===== src/rtl/tia_pkg.sv =====
// Shared TIA definitions: write-register address map and register count.
// Latency: n/a (constants only).
// Backpressure: n/a.
// Optional feature macro used by importers: TIA_WDEC_ANY_EN.
package tia_pkg;

    localparam int TIA_NUM_WREGS = 45;

    // Write-register addresses, 0x00..0x2C. 0x2D..0x3F are unmapped.
    localparam logic [5:0] TIA_VSYNC  = 6'd0;
    localparam logic [5:0] TIA_VBLANK = 6'd1;
    localparam logic [5:0] TIA_WSYNC  = 6'd2;
    localparam logic [5:0] TIA_RSYNC  = 6'd3;
    localparam logic [5:0] TIA_NUSIZ0 = 6'd4;
    localparam logic [5:0] TIA_NUSIZ1 = 6'd5;
    localparam logic [5:0] TIA_COLUP0 = 6'd6;
    localparam logic [5:0] TIA_COLUP1 = 6'd7;
    localparam logic [5:0] TIA_COLUPF = 6'd8;
    localparam logic [5:0] TIA_COLUBK = 6'd9;
    localparam logic [5:0] TIA_CTRLPF = 6'd10;
    localparam logic [5:0] TIA_REFP0  = 6'd11;
    localparam logic [5:0] TIA_REFP1  = 6'd12;
    localparam logic [5:0] TIA_PF0    = 6'd13;
    localparam logic [5:0] TIA_PF1    = 6'd14;
    localparam logic [5:0] TIA_PF2    = 6'd15;
    localparam logic [5:0] TIA_RESP0  = 6'd16;
    localparam logic [5:0] TIA_RESP1  = 6'd17;
    localparam logic [5:0] TIA_RESM0  = 6'd18;
    localparam logic [5:0] TIA_RESM1  = 6'd19;
    localparam logic [5:0] TIA_RESBL  = 6'd20;
    localparam logic [5:0] TIA_AUDC0  = 6'd21;
    localparam logic [5:0] TIA_AUDC1  = 6'd22;
    localparam logic [5:0] TIA_AUDF0  = 6'd23;
    localparam logic [5:0] TIA_AUDF1  = 6'd24;
    localparam logic [5:0] TIA_AUDV0  = 6'd25;
    localparam logic [5:0] TIA_AUDV1  = 6'd26;
    localparam logic [5:0] TIA_GRP0   = 6'd27;
    localparam logic [5:0] TIA_GRP1   = 6'd28;
    localparam logic [5:0] TIA_ENAM0  = 6'd29;
    localparam logic [5:0] TIA_ENAM1  = 6'd30;
    localparam logic [5:0] TIA_ENABL  = 6'd31;
    localparam logic [5:0] TIA_HMP0   = 6'd32;
    localparam logic [5:0] TIA_HMP1   = 6'd33;
    localparam logic [5:0] TIA_HMM0   = 6'd34;
    localparam logic [5:0] TIA_HMM1   = 6'd35;
    localparam logic [5:0] TIA_HMBL   = 6'd36;
    localparam logic [5:0] TIA_VDELP0 = 6'd37;
    localparam logic [5:0] TIA_VDELP1 = 6'd38;
    localparam logic [5:0] TIA_VDELBL = 6'd39;
    localparam logic [5:0] TIA_RESMP0 = 6'd40;
    localparam logic [5:0] TIA_RESMP1 = 6'd41;
    localparam logic [5:0] TIA_HMOVE  = 6'd42;
    localparam logic [5:0] TIA_HMCLR  = 6'd43;
    localparam logic [5:0] TIA_CXCLR  = 6'd44;

endpackage


===== src/rtl/tia_addr_onehot.sv =====
// Combinational 6-bit address to 45-bit one-hot decoder with enable.
// Latency: 0 cycles (pure combinational).
// Backpressure: none; output follows inputs.
// Ports: en (decode enable), addr (6-bit address), onehot (45 strobes, bit i = address i).
module tia_addr_onehot
    import tia_pkg::*;
(
    input  logic                     en,
    input  logic [5:0]               addr,
    output logic [TIA_NUM_WREGS-1:0] onehot
);

    // Addresses above the last register match no bit, so unmapped
    // addresses fall out naturally as an all-zero vector.
    always_comb begin
        onehot = '0;
        for (int i = 0; i < TIA_NUM_WREGS; i++) begin
            onehot[i] = en && (addr == 6'(i));
        end
    end

endmodule


===== src/rtl/tia_write_addr_decode.sv =====
// TIA write-address decoder: registers 45 one-hot write strobes on phi2 falling edge.
// Latency: strobe valid one delta after the sampling falling edge, held one phi2 period.
// Backpressure: none; every falling edge re-decodes, no flow control.
// Ports: phi2 (clock, falling edge), rst_bar (async active-low reset), a[5:0] (address),
//   w_bar (active-low write), 45 named strobe outputs (0x00..0x2C),
//   wr_any (only when TIA_WDEC_ANY_EN is defined: high when any strobe is loaded with 1).
module tia_write_addr_decode
    import tia_pkg::*;
(
    input  logic       phi2,
    input  logic       rst_bar,
    input  logic [5:0] a,
    input  logic       w_bar,
    output logic       vsyn,  vblk,  wsyn,  rsyn,  nsz0,  nsz1,  p0ci,  p1ci,
    output logic       pfci,  bkci,  pfct,  p0rf,  p1rf,  pf0,   pf1,   pf2,
    output logic       p0re,  p1re,  m0re,  m1re,  blre,  auc0,  auc1,  auf0,
    output logic       auf1,  auv0,  auv1,  p0cr,  p1cr,  m0en,  m1en,  blen,
    output logic       p0hm,  p1hm,  m0hm,  m1hm,  blhm,  p0vd,  p1vd,  blvd,
    output logic       m0pre, m1pre, hmove, hmclr, cxclr
`ifdef TIA_WDEC_ANY_EN
    ,
    output logic       wr_any
`endif
);

    logic [TIA_NUM_WREGS-1:0] strobe_d;
    logic [TIA_NUM_WREGS-1:0] strobe_q;

    tia_addr_onehot u_onehot (
        .en     (~w_bar),
        .addr   (a),
        .onehot (strobe_d)
    );

    // State changes on the phi2 falling edge so strobes span the following
    // low phase and the next high phase.
    always_ff @(negedge phi2 or negedge rst_bar) begin
        if (!rst_bar) begin
            strobe_q <= '0;
        end else begin
            strobe_q <= strobe_d;
        end
    end

`ifdef TIA_WDEC_ANY_EN
    logic wr_any_d;
    logic wr_any_q;

    always_comb begin
        wr_any_d = |strobe_d;
    end

    always_ff @(negedge phi2 or negedge rst_bar) begin
        if (!rst_bar) begin
            wr_any_q <= 1'b0;
        end else begin
            wr_any_q <= wr_any_d;
        end
    end

    assign wr_any = wr_any_q;
`endif

    assign vsyn  = strobe_q[TIA_VSYNC];
    assign vblk  = strobe_q[TIA_VBLANK];
    assign wsyn  = strobe_q[TIA_WSYNC];
    assign rsyn  = strobe_q[TIA_RSYNC];
    assign nsz0  = strobe_q[TIA_NUSIZ0];
    assign nsz1  = strobe_q[TIA_NUSIZ1];
    assign p0ci  = strobe_q[TIA_COLUP0];
    assign p1ci  = strobe_q[TIA_COLUP1];
    assign pfci  = strobe_q[TIA_COLUPF];
    assign bkci  = strobe_q[TIA_COLUBK];
    assign pfct  = strobe_q[TIA_CTRLPF];
    assign p0rf  = strobe_q[TIA_REFP0];
    assign p1rf  = strobe_q[TIA_REFP1];
    assign pf0   = strobe_q[TIA_PF0];
    assign pf1   = strobe_q[TIA_PF1];
    assign pf2   = strobe_q[TIA_PF2];
    assign p0re  = strobe_q[TIA_RESP0];
    assign p1re  = strobe_q[TIA_RESP1];
    assign m0re  = strobe_q[TIA_RESM0];
    assign m1re  = strobe_q[TIA_RESM1];
    assign blre  = strobe_q[TIA_RESBL];
    assign auc0  = strobe_q[TIA_AUDC0];
    assign auc1  = strobe_q[TIA_AUDC1];
    assign auf0  = strobe_q[TIA_AUDF0];
    assign auf1  = strobe_q[TIA_AUDF1];
    assign auv0  = strobe_q[TIA_AUDV0];
    assign auv1  = strobe_q[TIA_AUDV1];
    assign p0cr  = strobe_q[TIA_GRP0];
    assign p1cr  = strobe_q[TIA_GRP1];
    assign m0en  = strobe_q[TIA_ENAM0];
    assign m1en  = strobe_q[TIA_ENAM1];
    assign blen  = strobe_q[TIA_ENABL];
    assign p0hm  = strobe_q[TIA_HMP0];
    assign p1hm  = strobe_q[TIA_HMP1];
    assign m0hm  = strobe_q[TIA_HMM0];
    assign m1hm  = strobe_q[TIA_HMM1];
    assign blhm  = strobe_q[TIA_HMBL];
    assign p0vd  = strobe_q[TIA_VDELP0];
    assign p1vd  = strobe_q[TIA_VDELP1];
    assign blvd  = strobe_q[TIA_VDELBL];
    assign m0pre = strobe_q[TIA_RESMP0];
    assign m1pre = strobe_q[TIA_RESMP1];
    assign hmove = strobe_q[TIA_HMOVE];
    assign hmclr = strobe_q[TIA_HMCLR];
    assign cxclr = strobe_q[TIA_CXCLR];

endmodule


===== config.mk =====
export PLATFORM = sky130hd
export DESIGN_NAME = tia_write_addr_decode
export DESIGN_NICKNAME = d
export VERILOG_FILES = /design/src/rtl/tia_pkg.sv /design/src/rtl/tia_addr_onehot.sv /design/src/rtl/tia_write_addr_decode.sv
export SDC_FILE = /design/constraint.sdc
export NUM_CORES = 1
export LEC_CHECK = 0
export ABC_CLOCK_PERIOD_IN_PS = 1200
export BUFFER_PORTS_ARGS = -buffer_cell sky130_fd_sc_hd__buf_4
export CELL_PAD_IN_SITES_DETAIL_PLACEMENT = 2
export CELL_PAD_IN_SITES_GLOBAL_PLACEMENT = 2
export CORE_UTILIZATION = 30
export DETAILED_ROUTE_END_ITERATION = 6
export GPL_TIMING_DRIVEN = 0
export MAX_ROUTING_LAYER = met4
export PLACE_DENSITY = 0.76
export SYNTH_ARGS = -nofsm -noshare
export SYNTH_HDL_FRONTEND = slang
export SYNTH_SLANG_ARGS = --single-unit
export TNS_END_PERCENT = 5

===== constraint.sdc =====
create_clock -name phi2 -period 1.2 [get_ports phi2]
set_input_delay 0.12 -clock phi2 [delete_from_list [all_inputs] [get_ports phi2]]
set_output_delay 0.12 -clock phi2 [all_outputs]
set_load 0.02 [all_outputs]

# --- After elaboration in Yosys (flattened, before gate mapping) ---
# Index checks and enable logic that the tools add are counted.
totals:
  word_cells: 92
  reg_bits: 45
  inputBits: 9
  out_inout_bits: 45
op_classes:
  bitwise_logic: 1
  reduce_logical: 46
  n_eq_ne: 44
op_table:
  columns: ["operator", "count"]
  rows:
  - ["6-bit by 5-bit == test with 1-bit output, second input constant", 16]
  - ["6-bit == test, second input constant", 13]
  - ["6-bit by 4-bit == test with 1-bit output, second input constant", 8]
  - ["1-bit logical AND", 45]
  - ["6-bit by 3-bit == test with 1-bit output, second input constant", 4]
  - ["6-bit by 2-bit == test with 1-bit output, second input constant", 2]
  - ["6-bit by 1-bit == test with 1-bit output, second input constant", 1]
  - ["6-bit zero test", 1]
  - ["1-bit NOT", 1]

# --- Logic depth before layout (Yosys ltp) ---
# Gate-level depths: netlist of run 1.
logic_depth:
  word_depth: 2
  mapped_depth: 4
  ltp_nobuf: 2

# --- By module ---
# A second synthesis of run 1 with hierarchy kept.
unflattened:
  hier_cells: 115
  hier_area_um2: 1534.0
modules_own_cells:
  columns: ["module", "area_each_um2", "instances", "cells_per_inst"]
  rows:
  - ["tia_write_addr_decode", 1129.8, 1, 46]
  - ["tia_addr_onehot", 404.1, 1, 69]

==> results.yml, run 1 <==
yosys:
  ys_warn_count: 0
  muxShareOfSynthArea: 0
  yosys-top-cells-area: "dfrtn_1 73%, nor2_1 8.0%, nand4bb_1 2.9%, nor4_1 2.4%, buf_6 2.2%"
  synth_edf_count: 0
  yosys.cell_types.count: 17
  yosys.area_share.adder: 0
  ys_seq_area_frac: 0.7287
  synthSimpleGateAreaFrac: 0.2308
  synth_top_family_by_area: "simple AND/OR/NAND/NOR gates"
  syn_nets: 126
  synth_common_cells: "45 x dfrtn_1, 33 x nor2_1, 6 x nor3_1, 6 x nor4_1, 5 x buf_2"
  synthArstFlopShare: 1.000
  synth_most_common_cell: "dfrtn_1"
  synth_top_area_cell: "dfrtn_1"
  netlist.area_leader.share: 0.7287
  synth_seq_cells: 45
  syn-instance-count: 117
  synth_area_per_cell_um2: 13.21
  synth_compound_area_frac: 0
  synth_ff_type: "dfrtn_1"
  synth-xor-area-share: 0
  syn_area_um2: 1545
sta:
  slew_headroom: 0.6262
  hold_viol_final: 0
  drv_slew: 0
  holdWs_ns: 0.3005
  rsz0062_at_grt: "true"
  finalWorstSetupSlack_ns: -0.3874
  tightest_slew_ns: 0.5607
  setup_violations: 76
  timing.setup.tns_ns: -17.52
worst_setup_path:
  critical-path-top-delay-family: "flip-flops"
  critical_path_class: "reg -> out"
  critPathSlowestCell: "dfrtn_1"
  worstPathArrival_ns: 1.47
  critPathMaxFanout: 1
  crit_start: "strobe_q[44]"
  cp.depth: 1
  worstPathRequired_ns: 1.08
  crit_end: "cxclr"
  cp.buffers_inverters: 1
  critPathMaxStageDelay_ns: 0.44
  path_cells: "buf_6"
  end_kind: "output pin"
  start_kind: "flop"
place:
  dp_slack_ns: -0.4829
  placed_area_um2: 2047
  gp_congestion: 0.7124
  dp_cells: 237
  io_buffers: 53
  dp_hpwl_mm: 2.838
drt:
  vias_per_cell: 4.687
  drc: 0
  drtIter0Drc: 48
  num_vias: 1139
  drtAntennaViolNets: 0
  wire_per_inst_um: 17.33
  wl_mm: 4.210
  firstDrtPassIters: 2
floorplanning:
  io_pins: 54
  fp-row-count: 25
  die_w_um: 73.77
  chipHeight_um: 73.77
  fp.coreArea_um2: 4848
  start_util: 0.3187
  die-area_um2: 5442
layout:
  fin_area_um2: 2471
  fillCellCount: 453
  drive_above_1_share: 0.6193
  final_cells: 243
  largest_reg_flops: 45
  diodes: 0
  largestRegisters: "strobe_q: 45 flops"
  final_core_util: 0.5097
  syn2layout_area_growth_pct: 59.92
  top_register: "strobe_q"
  nets: 186
global_routing:
  antenna_found_initial: 0
  grt_max_degree: 46
  grt_pass1_vias: 1253
  grt-ovfl-total: 0
  grt_pass1_wl_mm: 6.582
  grt_util_all_layers: 0.1752
power:
  vdd_drop_max_uv: 489.3
  power.density_nw_per_um2: 1057
  p_leak_nw: 1.128
  p_total_mw: 2.613
status:
  status: "finished with violations"
  failed_checks: "setup timing"
clock_tree:
  numCtsBuffers: 5
  cts_max_level: 2
  cts_hold_buf: 0
  cts_setup_buffers: 0
  clock_path_buffers: 2
  cts_num_sinks: 45
  clockRootBuffer: "clkbuf_8"
  cts_tree: "done"
  clk_pin_slew_worst_paths_ns: 0.05
min_path:
  min_path_type: "in -> async"
flow_run:
  cap_violations: 0
placed cells by master (no fill, tap or decap):
cell / count
or3b_4: 2
clkbuf_8: 5
nand2_2: 1
buf_6: 52
nand4b_1: 2
nor4_1: 2
clkinv_2: 1
nor4_2: 4
nand2_1: 1
nor3_2: 6
nand2b_1: 2
or4b_4: 4
nor2_2: 22
nand4bb_1: 4
nor2_1: 11
or4_4: 1
buf_12: 2
buf_4: 6
buf_8: 2
dfrtn_1: 45
or3_4: 1
routing by layer:
layer | part of all wire | vias to the layer above | track usage
li1 | - | 504 | -
met3 | 0.061 | 4 | 0.05487
met4 | 0.0062 | 0 | 0.03846
met1 | 0.41 | 586 | 0.2092
met2 | 0.52 | 45 | 0.2905
met5 | 0 | - | -
how the worst min path moves through the flow:
stage / startpoint / endpoint / cells past startpoint
2_1_floorplan: rst_bar / strobe_q[0] / 0
3_3_place_gp: rst_bar / strobe_q[9] / 1
3_5_place_dp: rst_bar / strobe_q[4] / 1
4_1_cts: rst_bar / strobe_q[4] / 1
5_1_grt: rst_bar / strobe_q[4] / 1
6_report: rst_bar / strobe_q[4] / 1
cell type report:
cell class              count  area, um2  share of cell area
repair buffers             53      574.3              0.2324
clock buffers               5      68.82             0.02785
plain buffers               9      126.4             0.05114
clock inverters             1      5.005            0.002025
multi-input cells          63      486.7              0.1970
well taps                  67      83.83             0.03392
flip-flops and latches     45       1126              0.4557
power breakdown:
group          switching (mW)  internal [mW]  total [mW]
logic                   0.145         0.0964       0.241
clock network           0.451          0.383       0.834
registers             0.00442           1.53        1.54
total                   0.600           2.01        2.61
timing repair:
action                                  CTS  global route
endpoints found under the setup margin   89            89
endpoints found under the hold margin     0             0
pin swaps                                 7             3
resized for setup                        74            23
cell families after synthesis:
logic type | Yosys count
buf+inv | 9
flops | 45
simple gates | 63
Note: power is estimated with default switching activity, not from simulation.
==> run 2: changes to the inputs <==
--- a/config.mk
+++ b/config.mk
@@ -9,11 +9,11 @@
 export BUFFER_PORTS_ARGS = -buffer_cell sky130_fd_sc_hd__buf_4
 export CELL_PAD_IN_SITES_DETAIL_PLACEMENT = 2
 export CELL_PAD_IN_SITES_GLOBAL_PLACEMENT = 2
-export CORE_UTILIZATION = 30
+export CORE_UTILIZATION = 33
 export DETAILED_ROUTE_END_ITERATION = 6
 export GPL_TIMING_DRIVEN = 0
 export MAX_ROUTING_LAYER = met4
-export PLACE_DENSITY = 0.76
+export PLACE_DENSITY = 0.83
 export SYNTH_ARGS = -nofsm -noshare
 export SYNTH_HDL_FRONTEND = slang
 export SYNTH_SLANG_ARGS = --single-unit
==> run 2 against run 1 <==
Against the previous run:
- the flow still finishes with violations (setup timing)
- final area fell by 1.2%
- via count shrank 1.1%
- setup slack better by 0.027 ns
- sequential share of layout area rose by 0.56 points
- critical path type unchanged
- largest power group unchanged
- highest routed layer unchanged
==> results.yml, run 2 (synthesized netlist as in run 1, its figures left out) <==
power:
  p_leak_nw: 1.128
  vdd_drop_max_uv: 634.7
  power.density_nw_per_um2: 1106
  p_total_mw: 2.700
worst_setup_path:
  cp.depth: 1
  start_kind: "flop"
  crit_end: "p0hm"
  path_cells: "buf_6"
  worstPathArrival_ns: 1.44
  critPathMaxFanout: 1
  critPathMaxStageDelay_ns: 0.42
  critPathSlowestCell: "dfrtn_1"
  cp.buffers_inverters: 1
  worstPathRequired_ns: 1.08
  end_kind: "output pin"
  critical_path_class: "reg -> out"
  crit_start: "strobe_q[32]"
  critical-path-top-delay-family: "flip-flops"
floorplanning:
  start_util: 0.3501
  die_w_um: 70.43
  fp.coreArea_um2: 4414
  die-area_um2: 4960
  chipHeight_um: 70.43
  io_pins: 54
  fp-row-count: 24
layout:
  fin_area_um2: 2441
  layout_commonest_cell: "buf_6"
  mostFrequentLayoutCells: "48 x buf_6, 45 x dfrtn_1, 20 x nor2_2, 13 x nor2_1, 10 x buf_4"
  final_cells: 229
  largestRegisters: "strobe_q: 45 flops"
  largest_reg_flops: 45
  syn2layout_area_growth_pct: 57.98
  top_register: "strobe_q"
  drive_above_1_share: 0.6045
  diodes: 0
  nets: 186
drt:
  wire_per_inst_um: 18.85
  highest_layer: "met4"
  num_vias: 1127
  firstDrtPassIters: 4
  wl_met2_mm: 2.284
  wl_mm: 4.317
  wl_met3_um: 249
  vias_per_cell: 4.921
  drc: 0
  wl_met1_mm: 1.731
  drtIter0Drc: 31
  drtAntennaViolNets: 0
sta:
  slew_headroom: 0.6289
  finalWorstSetupSlack_ns: -0.3608
  drv_slew: 0
  rsz0062_at_grt: "true"
  hold_viol_final: 0
  setup_violations: 84
  timing.setup.tns_ns: -18.07
  tightest_slew_ns: 0.5566
  holdWs_ns: 0.3027
flow_run:
  cap_violations: 0
clock_tree:
  clockRootBuffer: "clkbuf_8"
  cts_num_sinks: 45
  cts_max_level: 2
  cts_hold_buf: 0
  cts_setup_buffers: 0
  clk_pin_slew_worst_paths_ns: 0.05
  cts_tree: "done"
  clock_path_buffers: 2
  numCtsBuffers: 5
global_routing:
  grt_max_degree: 46
  grt_util_all_layers: 0.1982
  grt_pass1_vias: 1343
  grt_pass1_wl_mm: 7.100
  grt-ovfl-total: 0
  antenna_found_initial: 0
status:
  status: "finished with violations"
  failed_checks: "setup timing"
place:
  io_buffers: 53
  gp_congestion: 0.7003
  placed_area_um2: 2028
  dp_cells: 222
  dp_hpwl_mm: 2.880
min_path:
  min_path_type: "in -> async"
-- run 2: where the power goes --
| part | switching (mW) | total (mW) | internal (mW) | leakage (nW) |
|---|---|---|---|---|
| combinational | 0.144 | 0.236 | 0.0922 | 0.456 |
| sequential | 0.00429 | 1.54 | 1.53 | 0.628 |
| clock | 0.469 | 0.926 | 0.457 | 0.0443 |
| total | 0.618 | 2.70 | 2.08 | 1.13 |
-- run 2: what timing repair did --
item | CTS | global route
setup endpoints to repair | 89 | 89
resized for setup | 75 | 16
pin swaps | 3 | 0
-- run 2: area by class of cell --
cell class	count	area [um2]
buffer	9	118.9
sequential	45	1126
fill	414	1973
multi-input combinational	63	478.0
timing repair buffer	53	566.8
clock buffer	7	86.33
tap	52	65.06
-- run 2: worst min-delay path by stage --
stage,from,end,cells after the start
floorplan,rst_bar,strobe_q[0],0
global placement,rst_bar,strobe_q[17],1
detailed placement,rst_bar,strobe_q[17],1
CTS,rst_bar,strobe_q[17],1
global route,rst_bar,strobe_q[1],1
finish,rst_bar,strobe_q[1],1
-- run 2: metrics by stage --
stage | util | setup slack, ns
final | 0.5530 | -0.3608
after global routing | 0.5530 | -0.3963
after CTS | 0.5388 | -0.3691
after detailed placement | 0.4595 | -0.5214
after global placement | 0.4595 | -0.4375
after floorplan | - | -0.2364
-- run 2: layer usage --
| metal | GRT usage | vias up |
|---|---|---|
| met1 | 0.2235 | 569 |
| met2 | 0.3407 | 44 |
| met5 | - | - |
| li1 | - | 508 |
| met3 | 0.05483 | 6 |
| met4 | 0.06000 | 0 |
